`src/rtl/frontend_backend_fifo_pkg.sv`:
```
// Shared frontend/backend bundle types.
// The packet struct fixes the width of one queue entry.
package frontend_backend_fifo_pkg;

  typedef struct packed {
    logic [31:0] pc;
    logic [31:0] instr;
    logic [31:0] rs1_data;
    logic [31:0] rs2_data;
    logic [4:0]  rd;
    logic        rd_we;
  } frontend_packet_t;

  localparam int PACKET_WIDTH = $bits(frontend_packet_t);

endpackage

```
`src/rtl/frontend_backend_fifo_if.sv`:
```
// Push/pop handshake between frontend issue and backend execute.
// The master side is the frontend/backend pair; the slave is the queue.
interface frontend_backend_fifo_if
  import frontend_backend_fifo_pkg::*;
#(
  parameter int DEPTH = 8
);
  localparam int CW = $clog2(DEPTH) + 1;

  logic             push_valid;
  frontend_packet_t push_packet;
  logic             full;
  logic             almost_full;
  logic             pop_ready;
  logic             pop_valid;
  frontend_packet_t pop_packet;
  logic             empty;
  logic [CW-1:0]    count;

  modport master (
    output push_valid, push_packet, pop_ready,
    input  full, almost_full, pop_valid,
    input  pop_packet, empty, count
  );

  modport slave (
    input  push_valid, push_packet, pop_ready,
    output full, almost_full, pop_valid,
    output pop_packet, empty, count
  );
endinterface

```
`src/rtl/frontend_backend_fifo_mem.sv`:
```
// Type-agnostic register array: one write port, one async read port.
// Contents are never reset; the control logic masks stale entries.
module frontend_backend_fifo_mem #(
  parameter int DEPTH = 8,
  parameter int WIDTH = 8,
  localparam int AW = $clog2(DEPTH)
) (
  input  logic             clk,
  input  logic             we,
  input  logic [AW-1:0]    waddr,
  input  logic [WIDTH-1:0] wdata,
  input  logic [AW-1:0]    raddr,
  output logic [WIDTH-1:0] rdata
);
  logic [WIDTH-1:0] mem [DEPTH];

  always_ff @(posedge clk) begin
    if (we) mem[waddr] <= wdata;
  end

  assign rdata = mem[raddr];
endmodule

```
`src/rtl/frontend_backend_fifo.sv`:
```
// Decoupling queue between frontend issue and backend execute.
// Single-cycle flush; full feeds the frontend backend_busy stall.
module frontend_backend_fifo
  import frontend_backend_fifo_pkg::*;
#(
  parameter int DEPTH = 8,
  parameter int ALMOST_FULL_THRESH = DEPTH - 2
) (
  input logic clk,
  input logic rst,
  input logic flush,
  frontend_backend_fifo_if.slave bus
);
  localparam int AW = $clog2(DEPTH);
  localparam int CW = AW + 1;

  logic [AW-1:0] wr_ptr;
  logic [AW-1:0] rd_ptr;
  logic [CW-1:0] count;
  logic [PACKET_WIDTH-1:0] wdata;
  logic [PACKET_WIDTH-1:0] rdata;
  logic push_fire;
  logic pop_fire;
  logic mem_we;

  assign bus.full        = (count == CW'(DEPTH));
  assign bus.empty       = (count == '0);
  assign bus.pop_valid   = ~bus.empty;
  assign bus.almost_full = (count >= CW'(ALMOST_FULL_THRESH));
  assign bus.count       = count;

  assign push_fire = bus.push_valid & ~bus.full;
  assign pop_fire  = bus.pop_ready & bus.pop_valid;
  // A flushed packet must not land in storage.
  assign mem_we    = push_fire & ~flush & ~rst;
  assign wdata     = bus.push_packet;

  assign bus.pop_packet = bus.pop_valid
                        ? frontend_packet_t'(rdata)
                        : '0;

  always_ff @(posedge clk) begin
    if (rst || flush) begin
      wr_ptr <= '0;
      rd_ptr <= '0;
      count  <= '0;
    end else begin
      if (push_fire) wr_ptr <= wr_ptr + 1'b1;
      if (pop_fire)  rd_ptr <= rd_ptr + 1'b1;
      unique case ({push_fire, pop_fire})
        2'b10:   count <= count + 1'b1;
        2'b01:   count <= count - 1'b1;
        default: count <= count;
      endcase
    end
  end

  frontend_backend_fifo_mem #(
    .DEPTH (DEPTH),
    .WIDTH (PACKET_WIDTH)
  ) u_mem (
    .clk   (clk),
    .we    (mem_we),
    .waddr (wr_ptr),
    .wdata (wdata),
    .raddr (rd_ptr),
    .rdata (rdata)
  );

  a_count_max: assert property (@(posedge clk) disable iff (rst)
    count <= CW'(DEPTH));
  a_no_push_full: assert property (@(posedge clk) disable iff (rst)
    !(push_fire && bus.full));
  a_no_pop_empty: assert property (@(posedge clk) disable iff (rst)
    !(pop_fire && bus.empty));
  a_ptr_count: assert property (@(posedge clk) disable iff (rst)
    AW'(wr_ptr - rd_ptr) == count[AW-1:0]);
endmodule

```
`src/flat_wrapper.sv`:
```
// flat-port wrapper written by rule: the top's interface ports become plain ports
module frontend_backend_fifo_flat import frontend_backend_fifo_pkg::*;
#(
  parameter int DEPTH = 8,
  parameter int ALMOST_FULL_THRESH = DEPTH - 2
)
  (clk, rst, flush, bus_push_valid, bus_push_packet, bus_pop_ready, bus_full, bus_almost_full, bus_pop_valid, bus_pop_packet, bus_empty, bus_count);
  frontend_backend_fifo_if #(.DEPTH(DEPTH)) bus_i ();
  input logic clk;
  input logic rst;
  input logic flush;
  input wire logic [$bits(bus_i.push_valid)-1:0] bus_push_valid;
  input wire logic [$bits(bus_i.push_packet)-1:0] bus_push_packet;
  input wire logic [$bits(bus_i.pop_ready)-1:0] bus_pop_ready;
  output wire logic [$bits(bus_i.full)-1:0] bus_full;
  output wire logic [$bits(bus_i.almost_full)-1:0] bus_almost_full;
  output wire logic [$bits(bus_i.pop_valid)-1:0] bus_pop_valid;
  output wire logic [$bits(bus_i.pop_packet)-1:0] bus_pop_packet;
  output wire logic [$bits(bus_i.empty)-1:0] bus_empty;
  output wire logic [$bits(bus_i.count)-1:0] bus_count;
  assign bus_i.push_valid = bus_push_valid;
  assign bus_i.push_packet = bus_push_packet;
  assign bus_i.pop_ready = bus_pop_ready;
  assign bus_full = bus_i.full;
  assign bus_almost_full = bus_i.almost_full;
  assign bus_pop_valid = bus_i.pop_valid;
  assign bus_pop_packet = bus_i.pop_packet;
  assign bus_empty = bus_i.empty;
  assign bus_count = bus_i.count;
  frontend_backend_fifo #(.DEPTH(DEPTH), .ALMOST_FULL_THRESH(ALMOST_FULL_THRESH)) u_core (.clk(clk), .rst(rst), .flush(flush), .bus(bus_i));
endmodule
```
`config.mk`:
```
export PLATFORM = sky130hd
export DESIGN_NAME = frontend_backend_fifo_flat
export DESIGN_NICKNAME = d
export VERILOG_FILES = /design/src/rtl/frontend_backend_fifo_pkg.sv /design/src/rtl/frontend_backend_fifo_if.sv /design/src/rtl/frontend_backend_fifo_mem.sv /design/src/rtl/frontend_backend_fifo.sv /design/src/flat_wrapper.sv
export SDC_FILE = /design/constraint.sdc
export NUM_CORES = 1
export LEC_CHECK = 0
export CAP_MARGIN = 20
export CORE_ASPECT_RATIO = 1.75
export CORE_MARGIN = 2
export CORE_UTILIZATION = 25
export DETAILED_ROUTE_END_ITERATION = 10
export SKIP_CTS_REPAIR_TIMING = 1
export SYNTH_ARGS = -nofsm -noshare
export SYNTH_HDL_FRONTEND = slang
export SYNTH_HIERARCHICAL = 1
export SYNTH_SLANG_ARGS = --single-unit
```
`constraint.sdc`:
```
create_clock -name clk -period 13.5 [get_ports clk]
set_input_delay 2.025 -clock clk [delete_from_list [all_inputs] [get_ports clk]]
set_output_delay 2.025 -clock clk [all_outputs]
set_load 0.005 [all_outputs]
```
==> results of run 1 <==
[sequential cells by signal (all words and copies together), names as in the netlist]
signal	flops
u_core/bus.count	4
u_core/rd_ptr	3
u_core/u_mem/mem	1072
u_core/wr_ptr	3
[cell usage after synthesis (all sizes together), types with 2 or more instances]
| cell | instances |
|---|---|
| a21oi | 4 |
| and2 | 135 |
| buf | 55 |
| clkbuf | 36 |
| dfxtp | 10 |
| dlymetal6s2s | 2 |
| edfxtp | 1072 |
| ha | 5 |
| inv | 5 |
| mux2 | 134 |
| mux4 | 268 |
| nand2 | 5 |
| nand2b | 3 |
| nand3 | 4 |
| nor2 | 19 |
| nor3 | 2 |
| xor2 | 5 |
[cell families after synthesis]
logic type                 count (synthesis)
AOI/OAI and AO/OA                          8
xor gates and xnor gates                   6
adders and majority gates                  6
buffers and inverters                     98
DFF                                     1082
muxes                                    403
and+or+nand+nor                          172
[worst min-delay path by stage]
stage | start | end | slack [ns] | depth (start not counted)
floorplan | u_core/rd_ptr[2] | u_core/rd_ptr[2] | 0.47 | 2
global placement | u_core/bus.count[3] | u_core/bus.count[3] | 0.51 | 2
detailed placement | u_core/bus.count[3] | u_core/bus.count[3] | 0.51 | 2
CTS | u_core/bus.count[3] | u_core/bus.count[3] | 0.53 | 2
global route | u_core/bus.count[3] | u_core/bus.count[3] | 0.55 | 2
finish | u_core/bus.count[3] | u_core/bus.count[3] | 0.53 | 2
[critical path, delay by kind of cell (launching register included)]
family	cells	cell delay (ns)
buf+inv	3	1.84
simple gates	1	0.21
flops	1	0.96
mux	2	0.66
[routing by layer]
metal | vias up | wire length, um | global-route usage
li1 | 8109 | - | -
met1 | 10035 | 39400 | 0.135
met2 | 391 | 49200 | 0.195
met3 | 119 | 4710 | 0.0253
met4 | 14 | 1960 | 0.0313
met5 | - | 96 | 0
[power by group through the flow]
| stage | Combinational, mW | Clock, mW | Sequential, mW |
|---|---|---|---|
| 2_1_floorplan | 0.111 | 0 | 3.79 |
| 3_3_place_gp | 0.278 | 0 | 3.79 |
| 3_5_place_dp | 0.282 | 0 | 3.79 |
| 4_1_cts | 0.283 | 2.94 | 3.72 |
| 5_1_grt | 0.300 | 3.05 | 3.71 |
| 6_report | 0.274 | 2.83 | 3.72 |
[layout make-up]
cell class | count | area, um^2 | area share
Sequential cell | 1082 | 32400 | 0.640
Tap cell | 2211 | 2770 | 0.0546
Multi-Input combinational cell | 595 | 9040 | 0.179
Inverter | 5 | 18.8 | 0.000371
Antenna cell | 3 | 7.51 | 0.000148
Clock inverter | 63 | 574 | 0.0113
Timing Repair Buffer | 315 | 3120 | 0.0615
Clock buffer | 122 | 2700 | 0.0533
[through the flow]
stage | setup slack, ns | power (mW) | cells
6_report | 6.98 | 6.82 | 4396
5_1_grt | 6.74 | 7.06 | 4394
4_1_cts | 6.73 | 6.93 | 4393
3_5_place_dp | 7.17 | 4.07 | 4208
3_3_place_gp | 7.07 | 4.06 | 4208
2_1_floorplan | 0.909 | 3.90 | 1775
==> out/results.txt, run 1 <==
Simple-Gate Fraction of Synth Area = 0.0242
Static Leak = 15.1 nW
Fraction of registers with async set/reset = 0
Clock transition at path regs = 0.07 ns
Fill cells = 16,181
XOR/XNOR share of the synthesized area = 0.00125
Area Growth Syn to Fin = 20.5%
Most frequent cells in the layout = 1,072 x edfxtp_1, 280 x clkdlybuf4s50_1, 207 x mux4_2
Crit-path max cell delay = 0.96 ns
Min-delay worst type = flop to flop
Fmax = 0.153 GHz
Hold slack = 0.532 ns
FP Rows = 199
CP arrival = 4.49 ns
Adder and majority gate portion of the synthesized area = 0.00197
Clock Latency Late Sink = 0.69 ns
Initial core utilization = 0.251
Synth Warn # = 6
Crit path required time = 11.48 ns
Final Util = 0.303
Width of the die = 314 um
Cell mode on critical path = buf_4
Crit-path cells = buf_4 -> buf_4 -> mux4_2 -> mux2_2 -> and2_1 -> clkdlybuf4s50_1
Most used DFF post-synth = edfxtp_1
WS Path Type = flop to output port
R2R Path Start = u_core/bus.count[1]
Worst vdd ir = 0.110 mV
Die height = 546 um
Post-synthesis sequential area ratio = 0.771
Reg2reg end = u_core/u_mem/mem[6][12]
Internal power = 5.44 mW
GRT Util Overall = 0.111
Slew margin rel. = 0.276
Share of layout cells above drive strength 1 = 0.246
Slew Limit Fails = 0
Vias/cell = 4.25
Drt wl/cell = 21.7 um
Worst slew pin tran = 1.09 ns
Antenna violations before repair = 15
# DRC = 0
Cell accounting for the most synthesized area = edfxtp_1
Final GP Congestion = 0.682
Port buffer count = 280
Pin count of the biggest net entering global routing = 99
Critical path capture point = bus_pop_packet[55]
H-Tree Depth = 3
Reg2reg path depth = 8
Post-synthesis compound-gate area fraction = 0.00113
Commonest non-fill, non-tap cell in the layout = edfxtp_1
Top cells by area, synth = edfxtp_1 77%, mux4_2 11%, mux4_1 3.8%
CP Max Fanout = 55
Final min period = 6.52 ns
Syn_nets = 1,920
Reg2Reg Setup Slack = 9.28 ns
Vias in the first global route = 20,631
Part of the power in combinational logic = 0.040
Seq pwr share = 0.545
Setup TNS = 0 ns
Pwr dens = 135 nW/um^2
Nets = 2,246
Global-route wire length before repair = 140,000 um
Total iterations of the first detailed-routing run = 4
Die ar. = 171,000 um^2
Core Area = 167,000 um^2
Final setup violation count = 0
Synth Cell Area = 42,000 um^2
Clock tree buffer depth = 3
Switch share = 0.203
Final Hold Viols = 0
Vias = 18,668
Layout Skew = 0.0184 ns
Critical path endpoint category = output port
Final period util = 0.483
NetSw = 1.38 mW
#FFs+latches synth = 1,082
Avg Synthesized Cell Area = 23.7 um^2
RSZ-0062 raised after global routing = false
CP Launch Type = flop
# IOs = 281
Number of synthesized flops with an enable pin = 1,072
Max-cap violations = 0
Worst path slowest cell = dfxtp_4
Num CTS Buffers = 102
Main combinational cell family by area after synthesis = multiplexers
Final instance area = 50,600 um^2
Initial DRC Count = 1,180
Detail Placement HPWL = 51,500 um
Dpl cell area = 47,300 um^2
Clock sink total = 1,082
First element of the critical path = u_core/rd_ptr[2]
Clk pwr share = 0.415
Top-area cell type share of the netlist area = 0.766
TritonCTS clock tree = yes
CTS Root Cell = clkbuf_16
Run status = completed
Routed Wire Length = 95,300 um
Post-synth cell types = 33
Post-synthesis instance total = 1,775
Total gr overflow = 0
Antenna Nets Post-Route = 0
Mux cell area share after synthesis = 0.185
No activity file was read; power rests on OpenSTA's default activity.
==> run 2: changes to the inputs <==
==> constraint.sdc (replaced) <==
create_clock -name clk -period 6.5 [get_ports clk]
set_input_delay 0.975 -clock clk [delete_from_list [all_inputs] [get_ports clk]]
set_output_delay 0.975 -clock clk [all_outputs]
set_load 0.005 [all_outputs]
==> run 2 against run 1 <==
Compared with the run above:
- global-route usage shrank 0.61 points
- non-clock buffer count rose by 13
- hold slack improved by 0.0057 ns
- sequential power increased by 110%
- sequential share of layout area hardly changed
- power is 99% higher
- clock power rose by 88%
- register-to-register slack got worse by 5.8 ns
- via count is 0.61% higher
==> out/results.txt, run 2 (synthesis gave the netlist of run 1 again) <==
Total iterations of the first detailed-routing run = 5 (was 4)
Run status = completed (unchanged)
CP arrival = 3.67 ns (was 4.49 ns)
# IOs = 281 (unchanged)
Cell mode on critical path = buf_12 (was buf_4)
Vias in the first global route = 20,638 (was 20,631)
Reg2Reg Setup Slack = 3.47 ns (was 9.28 ns)
Antenna violations before repair = 14 (was 15)
Nets = 2,255 (was 2,246)
Final period util = 0.715
Vias = 18,782 (was 18,668)
Static Leak = 15.1 nW (about the same)
Final Util = 0.302 (was 0.303)
Fill cells = 16,172 (was 16,181)
Max reg flops = 1,072 (unchanged)
Slew margin rel. = 0.265 (was 0.276)
Port buffer count = 280 (unchanged)
Slew Limit Fails = 0 (unchanged)
Die height = 546 um (unchanged)
Width of the die = 314 um (unchanged)
Commonest non-fill, non-tap cell in the layout = edfxtp_1 (unchanged)
Worst vdd ir = 0.237 mV (was 0.110 mV)
Routed Wire Length = 90,700 um (was 95,300 um)
Core Area = 167,000 um^2 (unchanged)
Initial DRC Count = 1,259 (was 1,180)
Crit path required time = 5.52 ns (was 11.48 ns)
TritonCTS clock tree = yes (unchanged)
Num CTS Buffers = 98 (was 102)
Drt wl/cell = 20.6 um (was 21.7 um)
Critical path capture point = bus_pop_packet[97] (was bus_pop_packet[55])
Final total power = 13.6 mW (was 6.82 mW)
R2R Path Start = u_core/bus.count[1] (unchanged)
GRT Util Overall = 0.105 (was 0.111)
Final setup violation count = 0 (unchanged)
Final min period = 4.64 ns
Die ar. = 171,000 um^2 (unchanged)
Worst path slowest cell = dfxtp_4 (unchanged)
CP Launch Type = flop (unchanged)
RSZ-0062 raised after global routing = false (unchanged)
CP Max Fanout = 42 (was 55)
Pwr dens = 269 nW/um^2 (was 135 nW/um^2)
Detail Placement HPWL = 49,200 um (was 51,500 um)
Final Hold Viols = 0 (unchanged)
Area Growth Syn to Fin = 20.5% (about the same)
Crit-path max cell delay = 0.75 ns (was 0.96 ns)
Pin count of the biggest net entering global routing = 77 (was 99)
Reg2reg path depth = 6 (was 8)
Fmax = 0.215 GHz
Crit-path cells = buf_12 -> buf_12 -> mux4_2 -> mux2_2 -> and2_1 -> clkdlybuf4s50_1 (was buf_4 -> buf_4 -> mux4_2 -> mux2_2 -> and2_1 -> clkdlybuf4s50_1)
Share of layout cells above drive strength 1 = 0.239 (was 0.246)
Clock Latency Late Sink = 0.69 ns (about the same)
Clock transition at path regs = 0.06 ns (was 0.07 ns)
Initial core utilization = 0.251 (unchanged)
Global-route wire length before repair = 134,000 um (was 140,000 um)
Total gr overflow = 0 (unchanged)
# DRC = 0 (unchanged)
FP Rows = 199 (unchanged)
Max-cap violations = 0 (unchanged)
Most frequent cells in the layout = 1,072 x edfxtp_1, 280 x clkdlybuf4s50_1, 207 x mux4_2 (unchanged)
Clock sink total = 1,082 (unchanged)
Hold slack = 0.538 ns (was 0.532 ns)
Biggest regs = u_core/u_mem/mem x1072, u_core/bus.count x4 (unchanged)
Clock tree buffer depth = 3 (unchanged)
Final GP Congestion = 0.678 (was 0.682)
Worst slew pin tran = 1.10 ns (was 1.09 ns)
H-Tree Depth = 3 (unchanged)
Vias/cell = 4.27 (was 4.25)
First element of the critical path = u_core/rd_ptr[0] (was u_core/rd_ptr[2])
Min-delay worst type = flop to flop (unchanged)
Antenna Nets Post-Route = 0 (unchanged)
CTS Root Cell = clkbuf_16 (unchanged)
Layout Skew = 0.0263 ns (was 0.0184 ns)
Critical path endpoint category = output port (unchanged)
Reg2reg end = u_core/u_mem/mem[1][90] (was u_core/u_mem/mem[6][12])
WS Path Type = flop to output port (unchanged)
Largest Register = u_core/u_mem/mem (unchanged)
## run 2: changes by cell type in the layout (fill, tap and decap cells not counted), moves of 4 or more
| cell | delta |
|---|---|
| buf_12 | +20 |
| clkinv_1 | +5 |
| clkbuf_1 | +12 |
| buf_4 | -7 |
| clkinv_2 | -6 |
| clkbuf_16 | -6 |
| bufinv_16 | -6 |
| inv_6 | -4 |
## run 2: final cells by class
type | count | area, um^2 | area share
sequential | 1082 | 32400 | 0.640
multi-input combinational | 595 | 9050 | 0.179
inverter | 5 | 18.8 | 0.000371
timing repair buffer | 328 | 3460 | 0.0685
tap | 2211 | 2770 | 0.0547
clock buffer | 125 | 2550 | 0.0505
clock inverter | 50 | 324 | 0.00640
antenna | 5 | 12.5 | 0.000247
## run 2: routing by layer
layer	share of wire	routed length [um]	track usage	vias to the layer above
met2	0.51	46600	0.184	407
met3	0.052	4720	0.0239	124
met5	0.00097	88	0	-
met1	0.41	37300	0.126	10103
met4	0.021	1940	0.0327	14
li1	-	-	-	8134
## run 2: worst max-delay path, delay by kind of cell (launching register included)
family / cells / cell delay, ns
buffers and inverters: 3 / 1.15
and+or+nand+nor: 1 / 0.19
DFF: 1 / 0.75
muxes: 2 / 0.82
## run 2: worst min path at each step
stage                             start                   to  slack, ns  cells after the start
floorplan              u_core/rd_ptr[2]     u_core/rd_ptr[2]       0.47                      2
detailed placement     u_core/wr_ptr[2]     u_core/wr_ptr[2]       0.52                      2
CTS                    u_core/wr_ptr[2]     u_core/wr_ptr[2]       0.54                      2
global placement       u_core/wr_ptr[2]     u_core/wr_ptr[2]       0.51                      2
global route        u_core/bus.count[3]  u_core/bus.count[3]       0.58                      2
finish                 u_core/wr_ptr[2]     u_core/wr_ptr[2]       0.54                      2
## run 2: through the flow
stage	setup slack (ns)	setup TNS, ns	cells	area (um^2)
after global placement	2.43	0	4221	47700
after floorplan	-1.44	-1401.71	1775	42000
after CTS	1.64	0	4396	50600
after global routing	1.56	0	4400	50600
final	1.86	0	4401	50600
after detailed placement	2.42	0	4221	47700
## run 2: power breakdown
group	internal, mW	total (mW)	leakage [nW]	switching, mW
clock	2.86	5.31	1.39	2.46
sequential	7.70	7.72	9.74	0.0129
combinational	0.303	0.570	3.93	0.267
==> run 3: changes to the inputs <==
==> constraint.sdc (replaced) <==
create_clock -name clk -period 4 [get_ports clk]
set_input_delay 0.6 -clock clk [delete_from_list [all_inputs] [get_ports clk]]
set_output_delay 0.6 -clock clk [all_outputs]
set_load 0.005 [all_outputs]
==> run 3 against run 2 <==
Compared with the run above:
- worst setup slack worse by 1.6 ns
- count of clock-buffer cells in the layout is 7 lower
- via count grew 0.82%
- wire length increased by 1.8%
- power rose by 69%
- non-clock buffer count is 5 higher
- final area is 1.1% higher
- global-route usage increased by 0.24 points
==> out/results.txt, run 3 (synthesis gave the netlist of run 1 again) <==
Initial DRC Count = 1,180 (was 1,259)
Seq pwr share = 0.546 (was 0.567)
Fmax = 0.265 GHz
Biggest regs = u_core/u_mem/mem x1072, u_core/bus.count x4 (unchanged)
TritonCTS clock tree = yes (unchanged)
Commonest non-fill, non-tap cell in the layout = edfxtp_1 (unchanged)
# DRC = 0 (unchanged)
Worst vdd ir = 0.388 mV (was 0.237 mV)
Pin count of the biggest net entering global routing = 78 (was 77)
Core Area = 167,000 um^2 (unchanged)
Vias/cell = 4.29 (was 4.27)
Area Growth Syn to Fin = 21.8% (was 20.5%)
GRT Util Overall = 0.107 (was 0.105)
Most frequent cells in the layout = 1,072 x edfxtp_1, 280 x clkdlybuf4s50_1, 207 x mux4_2 (unchanged)
CP arrival = 3.17 ns (was 3.67 ns)
Global-route wire length before repair = 137,000 um (was 134,000 um)
Pwr dens = 448 nW/um^2 (was 269 nW/um^2)
Worst slew pin tran = 0.694 ns (was 1.10 ns)
Final period util = 0.943
Clock sink total = 1,082 (unchanged)
Final instance area = 51,200 um^2 (was 50,600 um^2)
Clk pwr share = 0.413 (was 0.391)
# IOs = 281 (unchanged)
Slew margin rel. = 0.537 (was 0.265)
WS Path Type = flop to output port (unchanged)
Vias in the first global route = 20,662 (was 20,638)
Final Hold Viols = 0 (unchanged)
Reg2reg path depth = 9 (was 6)
Share of layout cells above drive strength 1 = 0.254 (was 0.239)
Total gr overflow = 0 (unchanged)
Static Leak = 15.3 nW (was 15.1 nW)
Setup TNS = 0 ns (unchanged)
Min-delay worst type = flop to flop (unchanged)
Reg2reg end = u_core/bus.count[3] (was u_core/u_mem/mem[1][90])
Die height = 546 um (unchanged)
H-Tree Depth = 3 (unchanged)
Clock transition at path regs = 0.06 ns (about the same)
Layout Skew = 0.0159 ns (was 0.0263 ns)
Detail Placement HPWL = 51,000 um (was 49,200 um)
Internal power = 18.2 mW (was 10.9 mW)
Antenna Nets Post-Route = 0 (unchanged)
Slew Limit Fails = 0 (unchanged)
Width of the die = 314 um (unchanged)
Clock tree buffer depth = 3 (unchanged)
Port buffer count = 280 (unchanged)
FP Rows = 199 (unchanged)
Hold slack = 0.521 ns (was 0.538 ns)
Part of the power in combinational logic = 0.041 (was 0.042)
CP Max Fanout = 28 (was 42)
RSZ-0062 raised after global routing = false (unchanged)
Critical path capture point = bus_pop_packet[66] (was bus_pop_packet[97])
Crit path required time = 3.40 ns (was 5.52 ns)
Vias = 18,936 (was 18,782)
Clock Latency Late Sink = 0.69 ns (about the same)
Initial core utilization = 0.251 (unchanged)
NetSw = 4.71 mW (was 2.74 mW)
Total iterations of the first detailed-routing run = 5 (unchanged)
Run status = completed (unchanged)
Num CTS Buffers = 99 (was 98)
R2R Path Start = u_core/bus.count[0] (was u_core/bus.count[1])
Final GP Congestion = 0.668 (was 0.678)
Reg2Reg Setup Slack = 1.29 ns (was 3.47 ns)
Dpl cell area = 47,900 um^2 (was 47,700 um^2)
Max-cap violations = 0 (unchanged)
Largest Register = u_core/u_mem/mem (unchanged)
Critical path endpoint category = output port (unchanged)
Final setup violation count = 0 (unchanged)
Fin cells = 4,416 (was 4,401)
CP Launch Type = flop (unchanged)
CTS Root Cell = clkbuf_16 (unchanged)
First element of the critical path = u_core/rd_ptr[0] (unchanged)
Switch share = 0.205 (was 0.201)
Die ar. = 171,000 um^2 (unchanged)
Nets = 2,261 (was 2,255)
Max reg flops = 1,072 (unchanged)
Cells after DPL = 4,226 (was 4,221)
Antenna violations before repair = 12 (was 14)
Routed Wire Length = 92,300 um (was 90,700 um)
Final min period = 3.77 ns
Drt wl/cell = 20.9 um (was 20.6 um)
[run 3: cell types whose count changed in the layout (fill, tap and decap cells not counted), moves of 2 or more]
cell	delta
bufinv_16	+6
clkbuf_1	-12
clkinv_8	+3
clkbuf_16	+2
clkinvlp_4	+3
clkbuf_8	+3
buf_12	+10
clkinv_1	-6
clkinv_2	+11
buf_4	-6
[run 3: worst min path at each step]
stage | depth (start not counted) | endpoint | slack (ns) | start
3_5_place_dp | 2 | u_core/bus.count[3] | 0.51 | u_core/bus.count[3]
4_1_cts | 4 | u_core/bus.count[3] | 0.50 | rst
3_3_place_gp | 2 | u_core/bus.count[3] | 0.51 | u_core/bus.count[3]
5_1_grt | 4 | u_core/bus.count[3] | 0.56 | rst
2_1_floorplan | 2 | u_core/rd_ptr[2] | 0.47 | u_core/rd_ptr[2]
6_report | 2 | u_core/bus.count[3] | 0.52 | u_core/bus.count[3]
[run 3: worst max-delay path: stages (launching register included)]
cell,delay [ns]
dfxtp_4,0.40
buf_12,0.22
buf_16,0.27
mux4_1,0.56
mux2_2,0.29
and2_1,0.18
clkdlybuf4s50_1,0.46
[run 3: cell type report]
cell class | count | area, um^2
Sequential cell | 1082 | 32400
Clock inverter | 68 | 649
Antenna cell | 4 | 10.0
Tap cell | 2211 | 2770
Fill cell | 16183 | 116000
Clock buffer | 118 | 2600
Timing Repair Buffer | 333 | 3650
Multi-Input combinational cell | 595 | 9080
Inverter | 5 | 18.8
[run 3: metrics by stage]
| step | setup WS (ns) | utilization | total power [mW] |
|---|---|---|---|
| floorplan | -1.21 | - | 13.2 |
| global placement | 0.854 | 0.286 | 13.7 |
| detailed placement | 0.875 | 0.286 | 13.7 |
| CTS | 0.0666 | 0.306 | 23.3 |
| global route | 0.00911 | 0.306 | 23.7 |
| finish | 0.230 | 0.306 | 22.9 |
[run 3: routing by layer]
| layer | GRT usage | part of all wire | vias up |
|---|---|---|---|
| li1 | - | - | 8158 |
| met1 | 0.129 | 0.41 | 10226 |
| met4 | 0.0301 | 0.021 | 12 |
| met3 | 0.0272 | 0.057 | 123 |
| met5 | 0 | 0.00082 | - |
| met2 | 0.189 | 0.51 | 417 |
[run 3: power groups by stage]
stage | Combinational (mW) | Clock, mW | Sequential [mW]
2_1_floorplan | 0.377 | 0 | 12.8
4_1_cts | 0.971 | 9.81 | 12.5
3_5_place_dp | 0.966 | 0 | 12.8
3_3_place_gp | 0.952 | 0 | 12.8
6_report | 0.941 | 9.47 | 12.5
5_1_grt | 1.03 | 10.2 | 12.5
